`src/rtl/cpu_axi_pkg.sv`:
```
// Shared constants and helpers for the SRAM-like to AXI bridge.
// The write-header struct is the per-entry layout of the write queue.
package cpu_axi_pkg;

  localparam logic [3:0] ID_INST   = 4'd0;
  localparam logic [3:0] ID_DATA   = 4'd1;
  localparam logic [3:0] WR_ID     = 4'd1;
  localparam logic [7:0] AXI_LEN   = 8'd0;
  localparam logic [1:0] AXI_BURST = 2'b01;
  localparam logic [1:0] AXI_LOCK  = 2'b00;
  localparam logic [3:0] AXI_CACHE = 4'b0000;
  localparam logic [2:0] AXI_PROT  = 3'b000;

  typedef struct packed {
    logic [31:0] addr;
    logic [1:0]  size;
  } wr_hdr_t;

  // Byte-lane mask for an access of 2**size bytes starting at byte lane offset.
  function automatic logic [7:0] size_to_strb(input logic [1:0] size, input logic [2:0] offset);
    logic [7:0] base;
    case (size)
      2'd0:    base = 8'h01;
      2'd1:    base = 8'h03;
      2'd2:    base = 8'h0F;
      2'd3:    base = 8'hFF;
      default: base = 8'h00;
    endcase
    return base << offset;
  endfunction

endpackage

```
`src/rtl/axi_wr_fifo.sv`:
```
// Write queue: holds accepted data-port writes; the head drives AW and W
// independently and retires once both of its handshakes have completed.
module axi_wr_fifo
  import cpu_axi_pkg::*;
#(
  parameter int DATA_W = 32,
  parameter int WR_OS  = 2
) (
  input  logic              clk,
  input  logic              resetn,
  input  logic              push,
  input  logic [31:0]       push_addr,
  input  logic [1:0]        push_size,
  input  logic [DATA_W-1:0] push_data,
  input  logic              aw_fire,
  input  logic              w_fire,
  output logic              full,
  output logic              empty,
  output logic [3:0]        count,
  output logic [31:0]       head_addr,
  output logic [1:0]        head_size,
  output logic [DATA_W-1:0] head_data,
  output logic              head_aw_done,
  output logic              head_w_done,
  output logic              retire
);

  localparam int         PTR_W = (WR_OS > 1) ? $clog2(WR_OS) : 1;
  localparam logic [3:0] DEPTH = 4'(WR_OS);

  wr_hdr_t           hdr_r  [WR_OS];
  logic [DATA_W-1:0] data_r [WR_OS];
  logic [WR_OS-1:0]  aw_done_r;
  logic [WR_OS-1:0]  w_done_r;
  logic [PTR_W-1:0]  wr_ptr_r;
  logic [PTR_W-1:0]  rd_ptr_r;
  logic [3:0]        count_r;

  function automatic logic [PTR_W-1:0] ptr_inc(input logic [PTR_W-1:0] ptr);
    if (ptr == PTR_W'(WR_OS - 1)) begin
      return {PTR_W{1'b0}};
    end else begin
      return ptr + PTR_W'(1);
    end
  endfunction

  assign empty        = (count_r == 4'd0);
  assign full         = (count_r == DEPTH);
  assign count        = count_r;
  assign head_addr    = hdr_r[rd_ptr_r].addr;
  assign head_size    = hdr_r[rd_ptr_r].size;
  assign head_data    = data_r[rd_ptr_r];
  assign head_aw_done = aw_done_r[rd_ptr_r];
  assign head_w_done  = w_done_r[rd_ptr_r];
  assign retire       = !empty && (head_aw_done || aw_fire) && (head_w_done || w_fire);

  // Entry payload storage; contents are don't-care until pushed.
  always_ff @(posedge clk) begin
    if (push) begin
      hdr_r[wr_ptr_r]  <= '{addr: push_addr, size: push_size};
      data_r[wr_ptr_r] <= push_data;
    end
  end

  // Pointers, occupancy and per-entry handshake progress.
  always_ff @(posedge clk) begin
    if (!resetn) begin
      wr_ptr_r  <= {PTR_W{1'b0}};
      rd_ptr_r  <= {PTR_W{1'b0}};
      count_r   <= 4'd0;
      aw_done_r <= {WR_OS{1'b0}};
      w_done_r  <= {WR_OS{1'b0}};
    end else begin
      if (push) begin
        aw_done_r[wr_ptr_r] <= 1'b0;
        w_done_r[wr_ptr_r]  <= 1'b0;
        wr_ptr_r            <= ptr_inc(wr_ptr_r);
      end
      if (aw_fire) begin
        aw_done_r[rd_ptr_r] <= 1'b1;
      end
      if (w_fire) begin
        w_done_r[rd_ptr_r] <= 1'b1;
      end
      if (retire) begin
        rd_ptr_r <= ptr_inc(rd_ptr_r);
      end
      count_r <= count_r + {3'b000, push} - {3'b000, retire};
    end
  end

endmodule

```
`src/rtl/cpu_axi_bridge_mo.sv`:
```
// Bridge from two SRAM-like CPU ports (inst, data) to one AXI master with
// multiple outstanding reads per channel and a small posted-write queue.
module cpu_axi_bridge_mo
  import cpu_axi_pkg::*;
#(
  parameter int DATA_W = 32,
  parameter int RD_OS  = 4,
  parameter int WR_OS  = 2
) (
  input  logic                clk,
  input  logic                resetn,
  input  logic                inst_req,
  input  logic                inst_wr,
  input  logic [1:0]          inst_size,
  input  logic [31:0]         inst_addr,
  input  logic [DATA_W-1:0]   inst_wdata,
  output logic [DATA_W-1:0]   inst_rdata,
  output logic                inst_addr_ok,
  output logic                inst_data_ok,
  input  logic                data_req,
  input  logic                data_wr,
  input  logic [1:0]          data_size,
  input  logic [31:0]         data_addr,
  input  logic [DATA_W-1:0]   data_wdata,
  output logic [DATA_W-1:0]   data_rdata,
  output logic                data_addr_ok,
  output logic                data_data_ok,
  output logic [3:0]          arid,
  output logic [31:0]         araddr,
  output logic [7:0]          arlen,
  output logic [2:0]          arsize,
  output logic [1:0]          arburst,
  output logic [1:0]          arlock,
  output logic [3:0]          arcache,
  output logic [2:0]          arprot,
  output logic                arvalid,
  input  logic                arready,
  input  logic [3:0]          rid,
  input  logic [DATA_W-1:0]   rdata,
  input  logic [1:0]          rresp,
  input  logic                rlast,
  input  logic                rvalid,
  output logic                rready,
  output logic [3:0]          awid,
  output logic [31:0]         awaddr,
  output logic [7:0]          awlen,
  output logic [2:0]          awsize,
  output logic [1:0]          awburst,
  output logic [1:0]          awlock,
  output logic [3:0]          awcache,
  output logic [2:0]          awprot,
  output logic                awvalid,
  input  logic                awready,
  output logic [3:0]          wid,
  output logic [DATA_W-1:0]   wdata,
  output logic [DATA_W/8-1:0] wstrb,
  output logic                wlast,
  output logic                wvalid,
  input  logic                wready,
  input  logic [3:0]          bid,
  input  logic [1:0]          bresp,
  input  logic                bvalid,
  output logic                bready
);

  localparam logic [3:0] RD_MAX = 4'(RD_OS);
  localparam logic [3:0] WR_MAX = 4'(WR_OS);

  logic [3:0]        inst_rd_cnt_r, data_rd_cnt_r, wr_pend_r;
  logic              r_hs_s, inst_r_hs_s, data_r_hs_s, b_hs_s;
  logic              inst_rd_req_s, data_rd_req_s, data_wr_req_s;
  logic              ar_hs_s, inst_ar_hs_s, data_ar_hs_s;
  logic              aw_fire_s, w_fire_s, retire_s;
  logic              fifo_full_s, fifo_empty_s;
  logic [3:0]        fifo_cnt_s;
  logic [31:0]       head_addr_s;
  logic [1:0]        head_size_s;
  logic [DATA_W-1:0] head_data_s;
  logic              head_aw_done_s, head_w_done_s;
  logic [2:0]        off_s;
  logic [7:0]        strb_s;
  logic              unused_ok_s;

  axi_wr_fifo #(.DATA_W(DATA_W), .WR_OS(WR_OS)) u_wr_fifo (
    .clk          (clk),
    .resetn       (resetn),
    .push         (data_wr_req_s),
    .push_addr    (data_addr),
    .push_size    (data_size),
    .push_data    (data_wdata),
    .aw_fire      (aw_fire_s),
    .w_fire       (w_fire_s),
    .full         (fifo_full_s),
    .empty        (fifo_empty_s),
    .count        (fifo_cnt_s),
    .head_addr    (head_addr_s),
    .head_size    (head_size_s),
    .head_data    (head_data_s),
    .head_aw_done (head_aw_done_s),
    .head_w_done  (head_w_done_s),
    .retire       (retire_s)
  );

  assign r_hs_s      = rvalid && rready;
  assign inst_r_hs_s = r_hs_s && (rid == ID_INST);
  assign data_r_hs_s = r_hs_s && (rid == ID_DATA);
  assign b_hs_s      = bvalid && bready;

  // A full channel may still issue in the cycle one of its beats returns.
  assign inst_rd_req_s = resetn && inst_req && !inst_wr &&
                         ((inst_rd_cnt_r < RD_MAX) || inst_r_hs_s);
  assign data_rd_req_s = resetn && data_req && !data_wr &&
                         ((data_rd_cnt_r < RD_MAX) || data_r_hs_s) &&
                         fifo_empty_s && (wr_pend_r == 4'd0);
  // Queued plus unanswered writes together never exceed WR_OS.
  assign data_wr_req_s = resetn && data_req && data_wr && !fifo_full_s &&
                         ((fifo_cnt_s + wr_pend_r) < WR_MAX) && (data_rd_cnt_r == 4'd0);

  // AR channel: data read wins over inst read.
  always_comb begin
    arvalid = data_rd_req_s || inst_rd_req_s;
    if (data_rd_req_s) begin
      arid   = ID_DATA;
      araddr = data_addr;
      arsize = {1'b0, data_size};
    end else begin
      arid   = ID_INST;
      araddr = inst_addr;
      arsize = {1'b0, inst_size};
    end
  end

  assign ar_hs_s      = arvalid && arready;
  assign data_ar_hs_s = ar_hs_s && data_rd_req_s;
  assign inst_ar_hs_s = ar_hs_s && !data_rd_req_s;

  assign arlen   = AXI_LEN;
  assign arburst = AXI_BURST;
  assign arlock  = AXI_LOCK;
  assign arcache = AXI_CACHE;
  assign arprot  = AXI_PROT;
  assign awid    = WR_ID;
  assign awlen   = AXI_LEN;
  assign awburst = AXI_BURST;
  assign awlock  = AXI_LOCK;
  assign awcache = AXI_CACHE;
  assign awprot  = AXI_PROT;
  assign wid     = WR_ID;
  assign wlast   = 1'b1;

  assign inst_addr_ok = inst_ar_hs_s;
  assign data_addr_ok = data_ar_hs_s || data_wr_req_s;
  assign rready       = resetn && ((inst_rd_cnt_r != 4'd0) || (data_rd_cnt_r != 4'd0));
  assign bready       = resetn && (wr_pend_r != 4'd0);
  assign inst_data_ok = inst_r_hs_s;
  assign inst_rdata   = rdata;
  assign data_data_ok = data_r_hs_s || b_hs_s;
  assign data_rdata   = rdata;

  // Byte-lane offset of the queue head within one data beat.
  always_comb begin
    if (DATA_W == 64) begin
      off_s = head_addr_s[2:0];
    end else begin
      off_s = {1'b0, head_addr_s[1:0]};
    end
  end

  assign strb_s    = size_to_strb(head_size_s, off_s);
  assign awvalid   = resetn && !fifo_empty_s && !head_aw_done_s;
  assign wvalid    = resetn && !fifo_empty_s && !head_w_done_s;
  assign awaddr    = head_addr_s;
  assign awsize    = {1'b0, head_size_s};
  assign wdata     = head_data_s;
  assign wstrb     = strb_s[DATA_W/8-1:0];
  assign aw_fire_s = awvalid && awready;
  assign w_fire_s  = wvalid && wready;

  assign unused_ok_s = ^{inst_wdata, rresp, rlast, bid, bresp, strb_s};

  // Outstanding read counts per ID and issued-but-unanswered writes.
  always_ff @(posedge clk) begin
    if (!resetn) begin
      inst_rd_cnt_r <= 4'd0;
      data_rd_cnt_r <= 4'd0;
      wr_pend_r     <= 4'd0;
    end else begin
      inst_rd_cnt_r <= inst_rd_cnt_r + {3'b000, inst_ar_hs_s} - {3'b000, inst_r_hs_s};
      data_rd_cnt_r <= data_rd_cnt_r + {3'b000, data_ar_hs_s} - {3'b000, data_r_hs_s};
      wr_pend_r     <= wr_pend_r + {3'b000, retire_s} - {3'b000, b_hs_s};
    end
  end

endmodule

```
`config.mk`:
```
export PLATFORM = sky130hd
export DESIGN_NAME = cpu_axi_bridge_mo
export DESIGN_NICKNAME = d
export VERILOG_FILES = /design/src/rtl/cpu_axi_pkg.sv /design/src/rtl/axi_wr_fifo.sv /design/src/rtl/cpu_axi_bridge_mo.sv
export SDC_FILE = /design/constraint.sdc
export NUM_CORES = 1
export LEC_CHECK = 0
export ABC_AREA = 0
export CORE_AREA = 2 2 164 166
export CTS_BUF_LIST = sky130_fd_sc_hd__clkbuf_16
export DETAILED_ROUTE_END_ITERATION = 6
export DIE_AREA = 0 0 166 168
export GPL_TIMING_DRIVEN = 1
export PLACE_DENSITY = 0.66
export SKIP_CTS_REPAIR_TIMING = 1
export SLEW_MARGIN = 30
export SYNTH_ARGS = -nofsm -noshare
export SYNTH_HDL_FRONTEND = slang
export SYNTH_HIERARCHICAL = 1
export SYNTH_SLANG_ARGS = --single-unit
export TNS_END_PERCENT = 50
```
`constraint.sdc`:
```
create_clock -name clk -period 3.6 [get_ports clk]
set_input_delay 1.08 -clock clk [delete_from_list [all_inputs] [get_ports clk]]
set_output_delay 1.08 -clock clk [all_outputs]
set_load 0.02 [all_outputs]
```
==> results.py <==
metrics = {
    "clock_tree": {
        "cts_tree": "built",
        "numCtsBuffers": 17,
        "root_buffer": "clkbuf_16",
        "clock_latency_ns": 0.42,
        "clk_pin_slew_ns": 0.06,
        "clockBufferDepth": 2,
        "cts_sinks": 155,
        "htree_levels": 4,
    },
    "cells_and_area": {
        "n_antenna_cell": 0,
        "utilization": 0.408,
        "nNetsFinal": 970,
        "area_growth_pct": 39.2,
        "final_layout_size_suffix_gt1_frac": 0.292,
        "final_cell_area_um2": 10800,
    },
    "setup_path": {
        "worstPathMaxFanout": 8,
        "worstSetupStartpointType": "primary input",
        "crit_family": "buffers and inverters",
        "critPathBufInv": 5,
        "cpMaxStageDelayCell": "mux2_4",
        "cp.arrival_ns": 2.58,
        "worst_setup_path_end_kind": "output port",
        "critPathMaxStageDelay_ns": 0.31,
        "cp_cell_sequence": "buf_8, nand2_4, nor4b_4, o21a_4, buf_12, buf_8, clkbuf_16, mux2_4, buf_6",
        "worstPathRequired_ns": 2.52,
        "worstSetupPathType": "in -> out",
        "cpMostUsedCell": "buf_8",
    },
    "timing": {
        "skew_ns": 0.0101,
        "worst_slack_ns": -0.0646,
        "hold_slack_ns": 0.494,
        "hold_viol_final": 0,
        "period_share": 1.02,
        "slew_violations": 0,
        "rsz0062_at_grt": "yes",
        "setup_violations": 17,
        "fmaxAchievable_mhz": 273,
        "min_period_ns": 3.66,
    },
    "place": {
        "port-buffer-count": 228,
        "dpl.hpwl_um": 12000,
        "gp_congestion": 0.737,
        "place_area_um2": 10000,
    },
    "routing": {
        "ant_nets": 0,
        "via_count": 4616,
        "drc_errors": 0,
        "routedWlPerCell_um": 15.2,
        "wirelength_um": 16800,
        "vias_per_cell": 4.17,
        "firstDrtPassIters": 4,
        "drtIter0Drc": 151,
    },
    "floorplan": {
        "die_w_um": 166,
        "fp.dieH_um": 168,
        "coreArea_um2": 26400,
        "die_area_um2": 27900,
        "placementRows": 60,
        "start_util": 0.293,
        "ios": 418,
    },
    "synthesis": {
        "synth-seq-cells": 155,
        "yosysTopAreaCell": "edfxtp_1",
        "yosysUniqueCellTypes": 42,
        "yosysWarnings": 6,
        "ys_async_sr_fraction": 0,
        "synth_flop_cell": "edfxtp_1",
        "synth_top_area_frac": 0.513,
        "synth_area_leaders": "edfxtp_1 51%, mux2_2 14%, buf_4 12%",
        "syn_inst": 546,
        "syn_area_um2": 7730,
        "syn_avg_cell_area_um2": 14.2,
        "ys_seq_area_frac": 0.572,
        "synth-edff-count": 132,
    },
    "global_route": {
        "grt_pass1_wl_um": 25600,
        "grt_pass1_vias": 4578,
        "grt_max_degree": 48,
        "grt.overflow.total": 0,
        "antenna_found_initial": 0,
        "grt_use_total": 0.119,
    },
    "outcome": {
        "violations": "negative setup slack",
        "status": "finished with violations",
    },
    "pwr": {
        "leakagePower_nw": 4.20,
        "pwr-share-clk": 0.351,
        "p_int_mw": 3.56,
        "pwr_density_cell_nw_per_um2": 460,
        "ir_drop_v": 0.000245,
        "pwr-share-comb": 0.228,
        "switchingPower_mw": 1.38,
        "p_sw_frac": 0.280,
        "pwr-share-seq": 0.422,
    },
    "hold_path": {
        "hold_path_class": "reg -> reg",
    },
    "flow_run": {
        "max_cap_violations": 0,
    },
}
-- stage by stage --
| step | TNS [ns] | worst slack [ns] | cells | total power [mW] |
|---|---|---|---|---|
| after floorplan | -0.635 | -0.00962 | 596 | 2.85 |
| final | -0.825 | -0.0646 | 1108 | 4.95 |
| after detailed placement | -40.01 | -0.968 | 1070 | 3.22 |
| after global placement | -37.44 | -0.922 | 1070 | 3.21 |
| after CTS | -37.18 | -0.978 | 1102 | 4.99 |
| after global routing | -2.23 | -0.152 | 1108 | 5.18 |
-- worst register-to-register path, cell delays in order (launching register included) --
cell	delay, ns
dfxtp_1	0.34
inv_1	0.07
ha_1	0.20
and3_1	0.22
buf_4	0.15
nand2b_1	0.15
nor2_1	0.13
and2_1	0.18
o22ai_2	0.10
nor2_1	0.18
inv_1	0.07
ha_1	0.28
inv_1	0.05
ha_1	0.16
inv_1	0.06
fa_1	0.38
xnor2_1	0.13
and2_1	0.14
-- routing by layer --
metal | vias to the layer above | GRT usage | wire (um)
met3 | 17 | 0.0418 | 1250
met5 | - | 0 | 0
met2 | 180 | 0.198 | 8290
met1 | 2233 | 0.144 | 7120
li1 | 2186 | - | -
met4 | 0 | 0.0389 | 173
-- flip-flops by register name (all words and copies together), names as in the netlist, 2 cells and up, named ones only --
signal and flops:
u_wr_fifo/hdr_r 68, u_wr_fifo/data_r 64, data_rd_cnt_r 4, inst_rd_cnt_r 4
u_wr_fifo/count 4, wr_pend_r 4, u_wr_fifo/aw_done_r 2, u_wr_fifo/w_done_r 2
-- synthesized netlist by cell type, types with 3 or more instances --
library cell	count
nand2b_1	5
dfxtp_1	23
clkbuf_1	4
inv_1	30
ha_1	23
buf_2	5
nor2_1	6
nand4_1	3
mux2_2	95
nor3b_1	4
edfxtp_1	132
mux2_4	7
and2_1	20
a21o_1	5
xor2_1	6
nor2b_1	8
nand2_1	3
o21ai_0	3
xnor2_1	4
a21oi_1	9
fa_1	5
and3_1	3
buf_4	119
-- path summary, 6_finish.rpt --
check	startpoint	to	slack [ns]	depth (start not counted)
min reg2reg	u_wr_fifo/wr_ptr_r	u_wr_fifo/wr_ptr_r	0.49	2
max reg2reg	u_wr_fifo/count[2]	wr_pend_r[2]	0.50	17
max	resetn	araddr[16]	-0.06	9
min	u_wr_fifo/wr_ptr_r	u_wr_fifo/wr_ptr_r	0.49	2
-- power by group through the flow --
stage,Clock [mW],Sequential [mW],Combinational [mW]
2_1_floorplan,0,2.12,0.724
3_3_place_gp,0,2.12,1.08
3_5_place_dp,0,2.13,1.10
4_1_cts,1.80,2.09,1.10
5_1_grt,1.87,2.10,1.22
6_report,1.74,2.09,1.13
-- cells by family (layout without fill, tap and decap cells) --
| family | after synthesis | count (layout) | synth area share |
|---|---|---|---|
| other | 2 | 52 | 0.000971 |
| muxes | 102 | 102 | 0.152 |
| AOI/OAI and AO/OA | 25 | 25 | 0.0214 |
| DFF | 155 | 155 | 0.572 |
| xor gates and xnor gates | 10 | 10 | 0.0113 |
| buffers and inverters | 161 | 332 | 0.141 |
| adders and majority gates | 28 | 28 | 0.0502 |
| and+or+nand+nor | 63 | 63 | 0.0511 |
-- final cells by class --
cell class / instances / area, um^2
multi-input combinational: 280 / 2510
clock inverter: 15 / 148
inverter: 30 / 116
timing repair buffer: 270 / 2710
clock buffer: 17 / 425
fill: 2458 / 15600
tap: 341 / 427
sequential: 155 / 4430
-- cell usage in the layout (no fill, tap or decap), types with 3 or more instances in the layout --
cell type	instances
a21o_1	5
a21oi_1	9
and2_1	19
and3_1	3
buf_12	6
buf_4	32
buf_6	20
clkbuf_16	18
clkbuf_2	13
clkdlybuf4s50_1	181
clkinvlp_4	4
conb_1	52
dfxtp_1	21
dlymetal6s2s_1	15
edfxtp_1	132
fa_1	5
ha_1	23
inv_1	27
inv_6	5
inv_8	4
mux2_2	78
mux2_4	24
nand2_1	3
nand2b_1	5
nand4_1	3
nor2_1	5
nor2b_1	8
o21ai_0	3
xnor2_1	4
xor2_1	6
No activity file was read; power rests on OpenSTA's default activity.
